--- config.mk ---
export PLATFORM = sky130hd
export DESIGN_NAME = cmd_slice_bank
export DESIGN_NICKNAME = d
export VERILOG_FILES = /design/src/rtl/cmd_slice_pkg.sv /design/src/rtl/cmd_slice_bank.sv
export SDC_FILE = /design/constraint.sdc
export NUM_CORES = 1
export LEC_CHECK = 0
export ABC_AREA = 1
export CAP_MARGIN = 10
export CORE_MARGIN = 5
export CORE_UTILIZATION = 50
export CTS_BUF_LIST = sky130_fd_sc_hd__clkbuf_8
export DETAILED_ROUTE_END_ITERATION = 7
export PLACE_DENSITY = 0.79
export SYNTH_ARGS = -nofsm -noshare
export SYNTH_HDL_FRONTEND = slang
export SYNTH_SLANG_ARGS = --single-unit
--- constraint.sdc ---
create_clock -name clk -period 3.6 [get_ports clk]
set_input_delay 0.72 -clock clk [delete_from_list [all_inputs] [get_ports clk]]
set_output_delay 0.72 -clock clk [all_outputs]
set_load 0.005 [all_outputs]
--- src/rtl/cmd_slice_pkg.sv ---
// Shared op and state encodings for the command slice bank.
// ST_CLEAR only exists when CMD_SLICE_BANK_CLEAR_EN is defined.
package cmd_slice_pkg;

    typedef enum logic [1:0] {
        OP_LOAD  = 2'd0,
        OP_SHIFT = 2'd1,
        OP_CLEAR = 2'd2,
        OP_RSVD  = 2'd3
    } op_e;

    typedef enum logic [2:0] {
        ST_IDLE  = 3'd0,
        ST_LOAD  = 3'd1,
        ST_SHIFT = 3'd2,
`ifdef CMD_SLICE_BANK_CLEAR_EN
        ST_CLEAR = 3'd4,
`endif
        ST_DONE  = 3'd3
    } state_e;

endpackage

--- src/rtl/cmd_slice_bank.sv ---
// Bank of DEPTH command entries updated by LOAD / SHIFT / CLEAR requests.
// The CLEAR op is built only when CMD_SLICE_BANK_CLEAR_EN is defined.
//
// state    | meaning
// ---------+--------------------------------------------------------
// ST_IDLE  | ready for a request; illegal requests pulse err here
// ST_LOAD  | copy up to LANES entries per cycle from latched source
// ST_SHIFT | one-cycle copy of [base, base+len) to [base+len, base+2len)
// ST_CLEAR | one-cycle zero of [base, base+len)
// ST_DONE  | one-cycle done pulse, then back to ST_IDLE
module cmd_slice_bank
    import cmd_slice_pkg::*;
#(
    parameter int WIDTH = 2,
    parameter int DEPTH = 9,
    parameter int LANES = 4
) (
    input  logic                         clk,
    input  logic                         rst,
    input  logic                         use_AnB,
    input  logic [WIDTH-1:0]             command_A [DEPTH-1:0],
    input  logic [WIDTH-1:0]             command_B [DEPTH-1:0],
    input  logic                         req_valid,
    output logic                         req_ready,
    input  logic [1:0]                   req_op,
    input  logic [$clog2(DEPTH+1)-1:0]   req_base,
    input  logic [$clog2(DEPTH+1)-1:0]   req_len,
    output logic [WIDTH-1:0]             active_command [DEPTH-1:0],
    output logic                         busy,
    output logic                         done,
    output logic                         err
);

    localparam int AW = $clog2(DEPTH + 1);
    // Two extra bits so base + 2*len never wraps during the legality check.
    localparam int XW = AW + 2;
    localparam logic [XW-1:0] DEPTH_X = XW'(DEPTH);
    localparam logic [XW-1:0] LANES_X = XW'(LANES);

    state_e           state;
    state_e           op_state;
    op_e              op;
    logic [XW-1:0]    cur_q;
    logic [XW-1:0]    rem_q;
    logic             use_a_q;
    logic             err_q;
    logic [XW-1:0]    base_x;
    logic [XW-1:0]    len_x;
    logic [XW-1:0]    chunk;
    logic             illegal;
    logic [WIDTH-1:0] bank_nxt [DEPTH-1:0];

    assign base_x = XW'(req_base);
    assign len_x  = XW'(req_len);
    assign op     = op_e'(req_op);
    assign chunk  = (rem_q < LANES_X) ? rem_q : LANES_X;

    always_comb begin
        illegal  = 1'b1;
        op_state = ST_IDLE;
        case (op)
            OP_LOAD: begin
                illegal  = (base_x + len_x) > DEPTH_X;
                op_state = ST_LOAD;
            end
            OP_SHIFT: begin
                illegal  = (base_x + len_x + len_x) > DEPTH_X;
                op_state = ST_SHIFT;
            end
`ifdef CMD_SLICE_BANK_CLEAR_EN
            OP_CLEAR: begin
                illegal  = (base_x + len_x) > DEPTH_X;
                op_state = ST_CLEAR;
            end
`endif
            default: ;
        endcase
        if (len_x == '0)
            illegal = 1'b1;
    end

    // cur_q/rem_q double as base/len for SHIFT and CLEAR.
    always_comb begin
        for (int j = 0; j < DEPTH; j++) begin
            bank_nxt[j] = active_command[j];
            case (state)
                ST_LOAD: begin
                    if (XW'(j) >= cur_q && XW'(j) < cur_q + chunk)
                        bank_nxt[j] = use_a_q ? command_A[j] : command_B[j];
                end
                ST_SHIFT: begin
                    if (XW'(j) >= cur_q + rem_q && XW'(j) < cur_q + rem_q + rem_q) begin
                        for (int k = 0; k < DEPTH; k++) begin
                            if (XW'(k) + rem_q == XW'(j))
                                bank_nxt[j] = active_command[k];
                        end
                    end
                end
`ifdef CMD_SLICE_BANK_CLEAR_EN
                ST_CLEAR: begin
                    if (XW'(j) >= cur_q && XW'(j) < cur_q + rem_q)
                        bank_nxt[j] = '0;
                end
`endif
                default: ;
            endcase
        end
    end

    always_ff @(posedge clk) begin
        if (rst) begin
            state   <= ST_IDLE;
            cur_q   <= '0;
            rem_q   <= '0;
            use_a_q <= 1'b0;
            err_q   <= 1'b0;
            for (int j = 0; j < DEPTH; j++)
                active_command[j] <= '0;
        end else begin
            err_q <= 1'b0;
            for (int j = 0; j < DEPTH; j++)
                active_command[j] <= bank_nxt[j];
            case (state)
                ST_IDLE: begin
                    if (req_valid) begin
                        if (illegal) begin
                            err_q <= 1'b1;
                        end else begin
                            state   <= op_state;
                            cur_q   <= base_x;
                            rem_q   <= len_x;
                            use_a_q <= use_AnB;
                        end
                    end
                end
                ST_LOAD: begin
                    cur_q <= cur_q + chunk;
                    rem_q <= rem_q - chunk;
                    if (rem_q <= LANES_X)
                        state <= ST_DONE;
                end
                ST_SHIFT: state <= ST_DONE;
`ifdef CMD_SLICE_BANK_CLEAR_EN
                ST_CLEAR: state <= ST_DONE;
`endif
                ST_DONE:  state <= ST_IDLE;
                default:  state <= ST_IDLE;
            endcase
        end
    end

    assign req_ready = (state == ST_IDLE);
    assign busy      = (state != ST_IDLE);
    assign done      = (state == ST_DONE);
    assign err       = err_q;

endmodule

* After elaboration in Yosys (flattened, before gate mapping)
Index checks and enable logic that the tools add are counted.
** Operators by class
- Reductions and logical operators :: 45
- Add/sub/neg operators :: 14
- Multiplexer cells :: 131
- Magnitude comparators :: 40
- Equality and inequality tests :: 114
- Bitwise operators :: 3
** Operators by type and width (number)
- equality test 6 x 3 -> 1 bit (second input constant) :: 36
- 2-to-1 mux 2 bit :: 107
- equality test 6 x 2 -> 1 bit (second input constant) :: 18
- inequality test 9 bit (second input constant) :: 10
- equality test 6 x 1 -> 1 bit (second input constant) :: 9
- equality test 6 x 4 -> 1 bit (second input constant) :: 9
- logical NOT 6 bit :: 9
- >= comparator 3 x 6 -> 1 bit (first input constant) :: 8
- < comparator 3 x 6 -> 1 bit (first input constant) :: 8
- inequality test 2 bit (second input constant) :: 22
- case mux 2 bit (2 select lines) :: 10
- AND reduction 5 bit :: 8
- 2-to-1 mux 6 bit :: 5
- adder 3 x 6 -> 6 bit (first input constant) :: 4
- >= comparator 1 x 6 -> 1 bit (first input constant) :: 4
- >= comparator 2 x 6 -> 1 bit (first input constant) :: 4
- < comparator 1 x 6 -> 1 bit (first input constant) :: 4
- < comparator 2 x 6 -> 1 bit (first input constant) :: 4
- case mux 6 bit (2 select lines) :: 2
- adder 6 bit :: 3
- logical AND 1 bit :: 18
- adder 2 x 6 -> 6 bit (first input constant) :: 2
- >= comparator 4 x 6 -> 1 bit (first input constant) :: 2
- greater-than comparator 6 x 4 -> 1 bit (second input constant) :: 2
- 29 further kinds :: 39
** Storage, ports and cells
- Word-level logic and storage cells :: 361
- Input port bits :: 50
- Output and inout port bits :: 22
- Flip-flop bits (word level) :: 35

* Logic depth before layout (Yosys ltp)
Gate-level depths: netlist of the first run.
- Word-level depth :: 12
- Mapped depth :: 24
- Mapped depth without buffers :: 24

* Worst setup path before layout of the first run
OpenSTA, ideal clock, no wires.
- Kind :: register to register
- From :: register cur_q[1]
- To :: register active_command[11] (netlist name)
- Data required time :: 3.488 ns
- Period minus slack after synthesis :: 3.284 ns
- Arrival :: 3.172 ns
- Setup slack :: 0.316 ns
- Setup time :: 0.112 ns
- Cell stages (with the launch flop) :: 22
- Cell sequence :: dfxtp_1 -> clkbuf_1 -> inv_1 -> fa_1 -> o21ai_0 -> xnor2_1 -> inv_1 -> ha_1 -> a21oi_1 -> nand3_1 -> nand2_1 -> nand2_1 -> a21oi_2 -> nand2_1 -> nor2_1 -> o21ai_0 -> nand2_1 -> nand2_1 -> nand2_1 -> nand2_1 -> nand2_1 -> nor2_1
** Between the ends
- Longest elaborated chain between the ends :: 6
** Ends and longest elaborated chain
- from (decl) :: line cmd_slice_bank.sv:43 : logic [XW-1:0] cur_q;
- from (signal assigned) :: line cmd_slice_bank.sv:130 : cur_q <= base_x;
- from (signal assigned) :: line cmd_slice_bank.sv:137 : cur_q <= cur_q + chunk;
- adder 6 bit (2 in series) :: line cmd_slice_bank.sv:92 : if (XW'(j) >= cur_q + rem_q && XW'(j) < cur_q + rem_q + rem_q) begin
- < comparator 3 x 6 -> 1 bit :: line cmd_slice_bank.sv:92
- logical AND 1 bit :: line cmd_slice_bank.sv:92
- inequality test 2 bit (no line)
- AND reduction 5 bit (no line) (*)
- to (signal, indexed assignment) :: line cmd_slice_bank.sv:122 : active_command[j] <= bank_nxt[j];
- to (decl) :: line cmd_slice_bank.sv:28 : output logic [WIDTH-1:0] active_command [DEPTH-1:0],
Mark *: on every way between the ends. The rest lies on a longest branch, timed or not.
A chain may end at the register's enable or synchronous reset.

* Worst setup path in the final report of the first run
- From :: register rem_q[0]
- To :: register active_command[5] (netlist name)
** Between the ends
- Longest elaborated chain between the ends :: 12
** Ends and longest elaborated chain
- from (decl) :: line cmd_slice_bank.sv:44 : logic [XW-1:0] rem_q;
- from (signal assigned) :: line cmd_slice_bank.sv:131 : rem_q <= len_x;
- from (signal assigned) :: line cmd_slice_bank.sv:138 : rem_q <= rem_q - chunk;
- parallel branches: the longest is 12 deep, another holds < comparator 6 x 3 -> 1 bit
Parallel ways; which one is timed is not known. The select of a mux whose other input is x is not followed.

==> results of run 1 <==
-- cell usage in the layout (no fill, tap or decap), types with 2 or more instances in the layout --
cell type	n
sky130_fd_sc_hd__a21oi_1	97
sky130_fd_sc_hd__or2_2	3
sky130_fd_sc_hd__buf_4	42
sky130_fd_sc_hd__o21ai_0	75
sky130_fd_sc_hd__nor2_1	124
sky130_fd_sc_hd__inv_1	158
sky130_fd_sc_hd__a21oi_2	2
sky130_fd_sc_hd__nand3_2	3
sky130_fd_sc_hd__nand4_1	24
sky130_fd_sc_hd__nand3_1	118
sky130_fd_sc_hd__nand3b_1	2
sky130_fd_sc_hd__ha_1	35
sky130_fd_sc_hd__nor2_2	14
sky130_fd_sc_hd__a21o_1	2
sky130_fd_sc_hd__nand2_2	8
sky130_fd_sc_hd__xor2_1	12
sky130_fd_sc_hd__xnor2_1	4
sky130_fd_sc_hd__nor3_1	10
sky130_fd_sc_hd__clkbuf_8	5
sky130_fd_sc_hd__clkdlybuf4s50_1	71
sky130_fd_sc_hd__and2_1	2
sky130_fd_sc_hd__nand2_1	422
sky130_fd_sc_hd__nand2_4	2
sky130_fd_sc_hd__o2111ai_1	2
sky130_fd_sc_hd__inv_2	17
sky130_fd_sc_hd__clkinv_1	3
sky130_fd_sc_hd__fa_1	3
sky130_fd_sc_hd__dfxtp_1	34
sky130_fd_sc_hd__o21ai_1	9
sky130_fd_sc_hd__nor2_4	4
sky130_fd_sc_hd__o211ai_1	4
sky130_fd_sc_hd__bufinv_16	2
sky130_fd_sc_hd__conb_1	3
-- stage by stage --
stage               instances  hold slack, ps  util [%]
finish                   1500             512      60.9
global route             1500             555      60.9
CTS                      1499             514      60.6
detailed placement       1491             504      59.5
global placement         1491             497      59.5
floorplan                1236             475         -
-- routing by layer --
metal	track usage (%)	vias up	share of wire, %
met5	0	-	0
li1	-	4121	-
met4	17.8	0	5.8
met2	55.8	476	46
met3	4.79	109	9.1
met1	42.9	3849	40
-- worst register-to-register path, stage by stage, from the launching register on --
cell,delay (ps)
sky130_fd_sc_hd__dfxtp_1,360
sky130_fd_sc_hd__ha_1,180
sky130_fd_sc_hd__inv_1,70
sky130_fd_sc_hd__fa_2,540
sky130_fd_sc_hd__inv_1,100
sky130_fd_sc_hd__ha_1,300
sky130_fd_sc_hd__a21o_1,210
sky130_fd_sc_hd__or2_2,270
sky130_fd_sc_hd__nand2_1,160
sky130_fd_sc_hd__inv_1,100
sky130_fd_sc_hd__nor2_2,220
sky130_fd_sc_hd__nand4_1,150
sky130_fd_sc_hd__nand2_1,100
sky130_fd_sc_hd__nand2_1,70
sky130_fd_sc_hd__nand3_1,230
sky130_fd_sc_hd__clkinv_1,140
sky130_fd_sc_hd__nand3_1,100
sky130_fd_sc_hd__nand2_1,50
sky130_fd_sc_hd__inv_1,40
-- flip-flops by register name, summed over array words and instances (netlist names) --
name	flops
cur_q	6
rem_q	6
state	2
use_a_q	1
err	1
active_command	18
-- kinds of logic (layout without fill, tap and decap cells) --
kind of cell             count (synthesis)  in the layout  share of synthesized area, %
AND/OR/NAND/NOR                        736            736                          49.0
buffers and inverters                  208            300                          12.8
AO/OA/AOI/OAI                          197            197                          16.2
adder cells (fa/ha/maj)                 39             39                          8.16
flip-flops                              34             34                          10.7
XOR/XNOR                                19             19                          2.92
other                                    2              3                         0.118
-- repair_timing --
action / 4_1_cts / 5_1_grt
hold buffers: 0 / 0
resized for setup: 0 / 9
setup endpoints to repair: 0 / 28
buffers inserted: 0 / 1
-- layout make-up --
cell class | count | share of cell area (%)
flip-flops and latches | 34 | 8.93
inverters | 179 | 8.84
clock inverters | 3 | 0.902
multi-input cells | 994 | 64.2
repair buffers | 113 | 13.5
clock buffers | 5 | 0.902
well taps | 172 | 2.82
-- power by group through the flow --
stage | logic, mW | clock network, mW | registers, mW
5_1_grt | 2.32 | 0.458 | 0.534
2_1_floorplan | 1.32 | 0 | 0.503
3_5_place_dp | 2.00 | 0 | 0.533
4_1_cts | 2.01 | 0.440 | 0.524
6_report | 2.10 | 0.439 | 0.529
3_3_place_gp | 1.98 | 0 | 0.533
-- worst paths after layout --
| check | start | endpoint | slack (ps) | cells past startpoint |
|---|---|---|---|---|
| min | state[0] | state[0] | 510 | 2 |
| max | rem_q[0] | active_command[5] | 170 | 18 |
| max reg2reg | rem_q[0] | active_command[5] | 170 | 18 |
| min reg2reg | state[0] | state[0] | 510 | 2 |
==> flow_summary.html, run 1 <==
<table>
<tr><th>Metric</th><th>Value</th></tr>
<tr><th colspan="2">STA</th></tr>
<tr><td>Share of the clock period used by the worst path after layout</td><td>95.3%</td></tr>
<tr><td>Relative max-transition margin</td><td>49.6%</td></tr>
<tr><td>Number of hold violations in the final report</td><td>0</td></tr>
<tr><td>Slew at the pin closest to its max-slew limit</td><td>756 ps</td></tr>
<tr><td>Final-report max-slew violation count</td><td>0</td></tr>
<tr><td>Final setup violating endpoints</td><td>0</td></tr>
<tr><td>Total negative setup slack</td><td>0 ps</td></tr>
<tr><td>Maximum achievable frequency</td><td>0.292 GHz</td></tr>
<tr><td>Final Critical Period</td><td>3430 ps</td></tr>
<tr><td>Worst path setup slack after routing</td><td>170 ps</td></tr>
<tr><td>Unrepaired setup endpoints after global routing</td><td>no</td></tr>
<tr><td>Worst clock skew</td><td>8.50 ps</td></tr>
<tr><th colspan="2">Yosys</th></tr>
<tr><td>Flip-flop and latch count after synthesis</td><td>34</td></tr>
<tr><td>Synth warnings</td><td>0</td></tr>
<tr><td>Post-synthesis cell count</td><td>1235</td></tr>
<tr><td>Average cell area after synthesis</td><td>5.14 µm²</td></tr>
<tr><td>Sequential share of the synthesized area</td><td>10.7%</td></tr>
<tr><td>Count of unique library cells instantiated by Yosys</td><td>41</td></tr>
<tr><td>Library cell with the largest summed area after synthesis</td><td>sky130_fd_sc_hd__nand2_1</td></tr>
<tr><td>Cell area after synthesis</td><td>0.00635 mm²</td></tr>
<tr><td>Number of synthesized flops with an enable pin</td><td>0</td></tr>
<tr><td>Most common cell in the netlist</td><td>sky130_fd_sc_hd__nand2_1</td></tr>
<tr><td>Async S/R FF share, synth</td><td>0%</td></tr>
<tr><td>Synth top area share</td><td>25.0%</td></tr>
<tr><td>Top FF cell, synth</td><td>sky130_fd_sc_hd__dfxtp_1</td></tr>
<tr><td>Most instantiated cells after synthesis</td><td>422 x sky130_fd_sc_hd__nand2_1, 158 x sky130_fd_sc_hd__inv_1, 126 x sky130_fd_sc_hd__nor2_1</td></tr>
<tr><td>Synth top area cells</td><td>sky130_fd_sc_hd__nand2_1 25%, sky130_fd_sc_hd__dfxtp_1 11%, sky130_fd_sc_hd__inv_1 9.3%, sky130_fd_sc_hd__nand3_1 9.3%, sky130_fd_sc_hd__a21oi_1 7.7%</td></tr>
<tr><th colspan="2">Hold path</th></tr>
<tr><td>Worst hold path type</td><td>reg -&gt; reg</td></tr>
<tr><th colspan="2">Routing</th></tr>
<tr><td>DR vias</td><td>8555</td></tr>
<tr><td>DRC violations left</td><td>0</td></tr>
<tr><td>Average routed wire per standard cell</td><td>16.7 µm</td></tr>
<tr><td>Final WL</td><td>25000 µm</td></tr>
<tr><td>Number of nets still failing antenna checks after routing</td><td>0</td></tr>
<tr><td>Drt pass-1 iters</td><td>5</td></tr>
<tr><td>Average via count per standard cell</td><td>5.70</td></tr>
<tr><td>Number of design-rule violations left by the first detailed-router iteration</td><td>960</td></tr>
<tr><th colspan="2">Clock tree</th></tr>
<tr><td># clock sinks</td><td>34</td></tr>
<tr><td>Clock-pin transition on the worst setup and hold timing paths</td><td>80 ps</td></tr>
<tr><td>Htree depth</td><td>2</td></tr>
<tr><td>CTS Buffer Depth</td><td>2</td></tr>
<tr><td>Root Buffer Master</td><td>sky130_fd_sc_hd__clkbuf_8</td></tr>
<tr><td>Later-pin clock latency in the skew report</td><td>300 ps</td></tr>
<tr><td>CTS tree</td><td>built</td></tr>
<tr><td>Total CTS buffers</td><td>5</td></tr>
<tr><th colspan="2">Power and ir drop</th></tr>
<tr><td>Worst IR drop on VDD</td><td>0.198 mV</td></tr>
<tr><td>Total power density per cell area</td><td>402 mW/mm²</td></tr>
<tr><td>Comb pwr share</td><td>68.4%</td></tr>
<tr><td>Static leakage</td><td>4.06 nW</td></tr>
<tr><td>Share of total power in the clock network</td><td>14.3%</td></tr>
<tr><td>Switching power of the nets</td><td>1.62 mW</td></tr>
<tr><td>Post-route total power</td><td>3.06 mW</td></tr>
<tr><td>Sequential share of power</td><td>17.3%</td></tr>
<tr><td>Switching Fraction</td><td>52.8%</td></tr>
<tr><td>Internal cell power</td><td>1.45 mW</td></tr>
<tr><th colspan="2">Setup path</th></tr>
<tr><td>Highest-delay cell along the critical path</td><td>sky130_fd_sc_hd__fa_2</td></tr>
<tr><td>Largest stage delay on the critical path</td><td>540 ps</td></tr>
<tr><td>CP Cell Sequence</td><td>ha_1 &gt; inv_1 &gt; fa_2 &gt; inv_1 &gt; ha_1 &gt; a21o_1 &gt; or2_2 &gt; nand2_1 &gt; inv_1 &gt; nor2_2 &gt; nand4_1 &gt; nand2_1 &gt; nand2_1 &gt; nand3_1 &gt; clkinv_1 &gt; nand3_1 &gt; nand2_1 &gt; inv_1</td></tr>
<tr><td>Crit path launch type</td><td>register</td></tr>
<tr><td>Critical path class</td><td>reg -&gt; reg</td></tr>
<tr><td>Arrival time reported for the critical path endpoint</td><td>3680 ps</td></tr>
<tr><td>Buffering stage count on the worst path with inverters included</td><td>5</td></tr>
<tr><td>Crit path max-delay family</td><td>simple AND/OR/NAND/NOR gates</td></tr>
<tr><td>Endpoint kind of the worst setup timing path</td><td>register</td></tr>
<tr><td>Data required time at the worst endpoint</td><td>3850 ps</td></tr>
<tr><td>Crit path max fanout</td><td>4</td></tr>
<tr><th colspan="2">Die</th></tr>
<tr><td>Floorplan row count</td><td>41</td></tr>
<tr><td>Die Footprint</td><td>0.0150 mm²</td></tr>
<tr><td>Die Y</td><td>123 µm</td></tr>
<tr><td>Horizontal die dimension</td><td>123 µm</td></tr>
<tr><td>Floorplan Core Area</td><td>0.0125 mm²</td></tr>
<tr><td>Boundary pin count</td><td>72</td></tr>
<tr><td>Initial Util</td><td>50.7%</td></tr>
<tr><th colspan="2">Outcome</th></tr>
<tr><td>Status</td><td>complete, no violations</td></tr>
<tr><th colspan="2">Final layout</th></tr>
<tr><td>Diode insertion count for antenna repair</td><td>0</td></tr>
<tr><td>Area used by multi-input combinational logic</td><td>0.00489 mm²</td></tr>
<tr><td>Total non-filler cell area in the finished layout</td><td>0.00763 mm²</td></tr>
<tr><td>Layout Area Growth over Synthesis</td><td>20.1%</td></tr>
<tr><td>Layout net count</td><td>1416</td></tr>
<tr><td>Reg area</td><td>681 µm²</td></tr>
<tr><td>Fraction of final layout cells with drive strength greater than 1</td><td>8.28%</td></tr>
<tr><td>Filler Cells Inserted</td><td>1345</td></tr>
<tr><th colspan="2">Global route</th></tr>
<tr><td>GRT Total Usage</td><td>33.9%</td></tr>
<tr><td>Number of antenna violations at the first check in global routing</td><td>0</td></tr>
<tr><td>Largest net degree at the start of global routing</td><td>22</td></tr>
<tr><td>First-pass GRT wire length</td><td>40300 µm</td></tr>
<tr><td>Remaining global-route overflow</td><td>0</td></tr>
<tr><td>Vias in the first global route</td><td>7923</td></tr>
<tr><th colspan="2">Place</th></tr>
<tr><td>Final GP Congestion</td><td>1.04</td></tr>
<tr><td>Sum of net half-perimeters after detailed placement</td><td>20400 µm</td></tr>
<tr><td>Setup slack at placement</td><td>-129 ps</td></tr>
<tr><td>PortBufs</td><td>71</td></tr>
<tr><td>Placed Instance Area</td><td>0.00745 mm²</td></tr>
<tr><th colspan="2">Flow run</th></tr>
<tr><td>Total of max-cap violations</td><td>0</td></tr>
</table>
Power figures use the tool's default switching activity.
==> run 2: changes to the inputs <==
--- a/config.mk
+++ b/config.mk
@@ -6,7 +6,7 @@
 export NUM_CORES = 1
 export LEC_CHECK = 0
 export ABC_AREA = 1
-export CAP_MARGIN = 10
+export CAP_MARGIN = 20
 export CORE_MARGIN = 5
 export CORE_UTILIZATION = 50
 export CTS_BUF_LIST = sky130_fd_sc_hd__clkbuf_8
==> results of run 2 <==
Final layout, timing and power as in run 1 (identical DEF).
==> run 3: changes to the inputs <==
--- a/config.mk
+++ b/config.mk
@@ -10,6 +10,7 @@
 export CORE_MARGIN = 5
 export CORE_UTILIZATION = 50
 export CTS_BUF_LIST = sky130_fd_sc_hd__clkbuf_8
+export CTS_CLUSTER_SIZE = 30
 export DETAILED_ROUTE_END_ITERATION = 7
 export PLACE_DENSITY = 0.79
 export SYNTH_ARGS = -nofsm -noshare
==> results of run 3 <==
Final layout, timing and power as in run 1 (identical DEF).
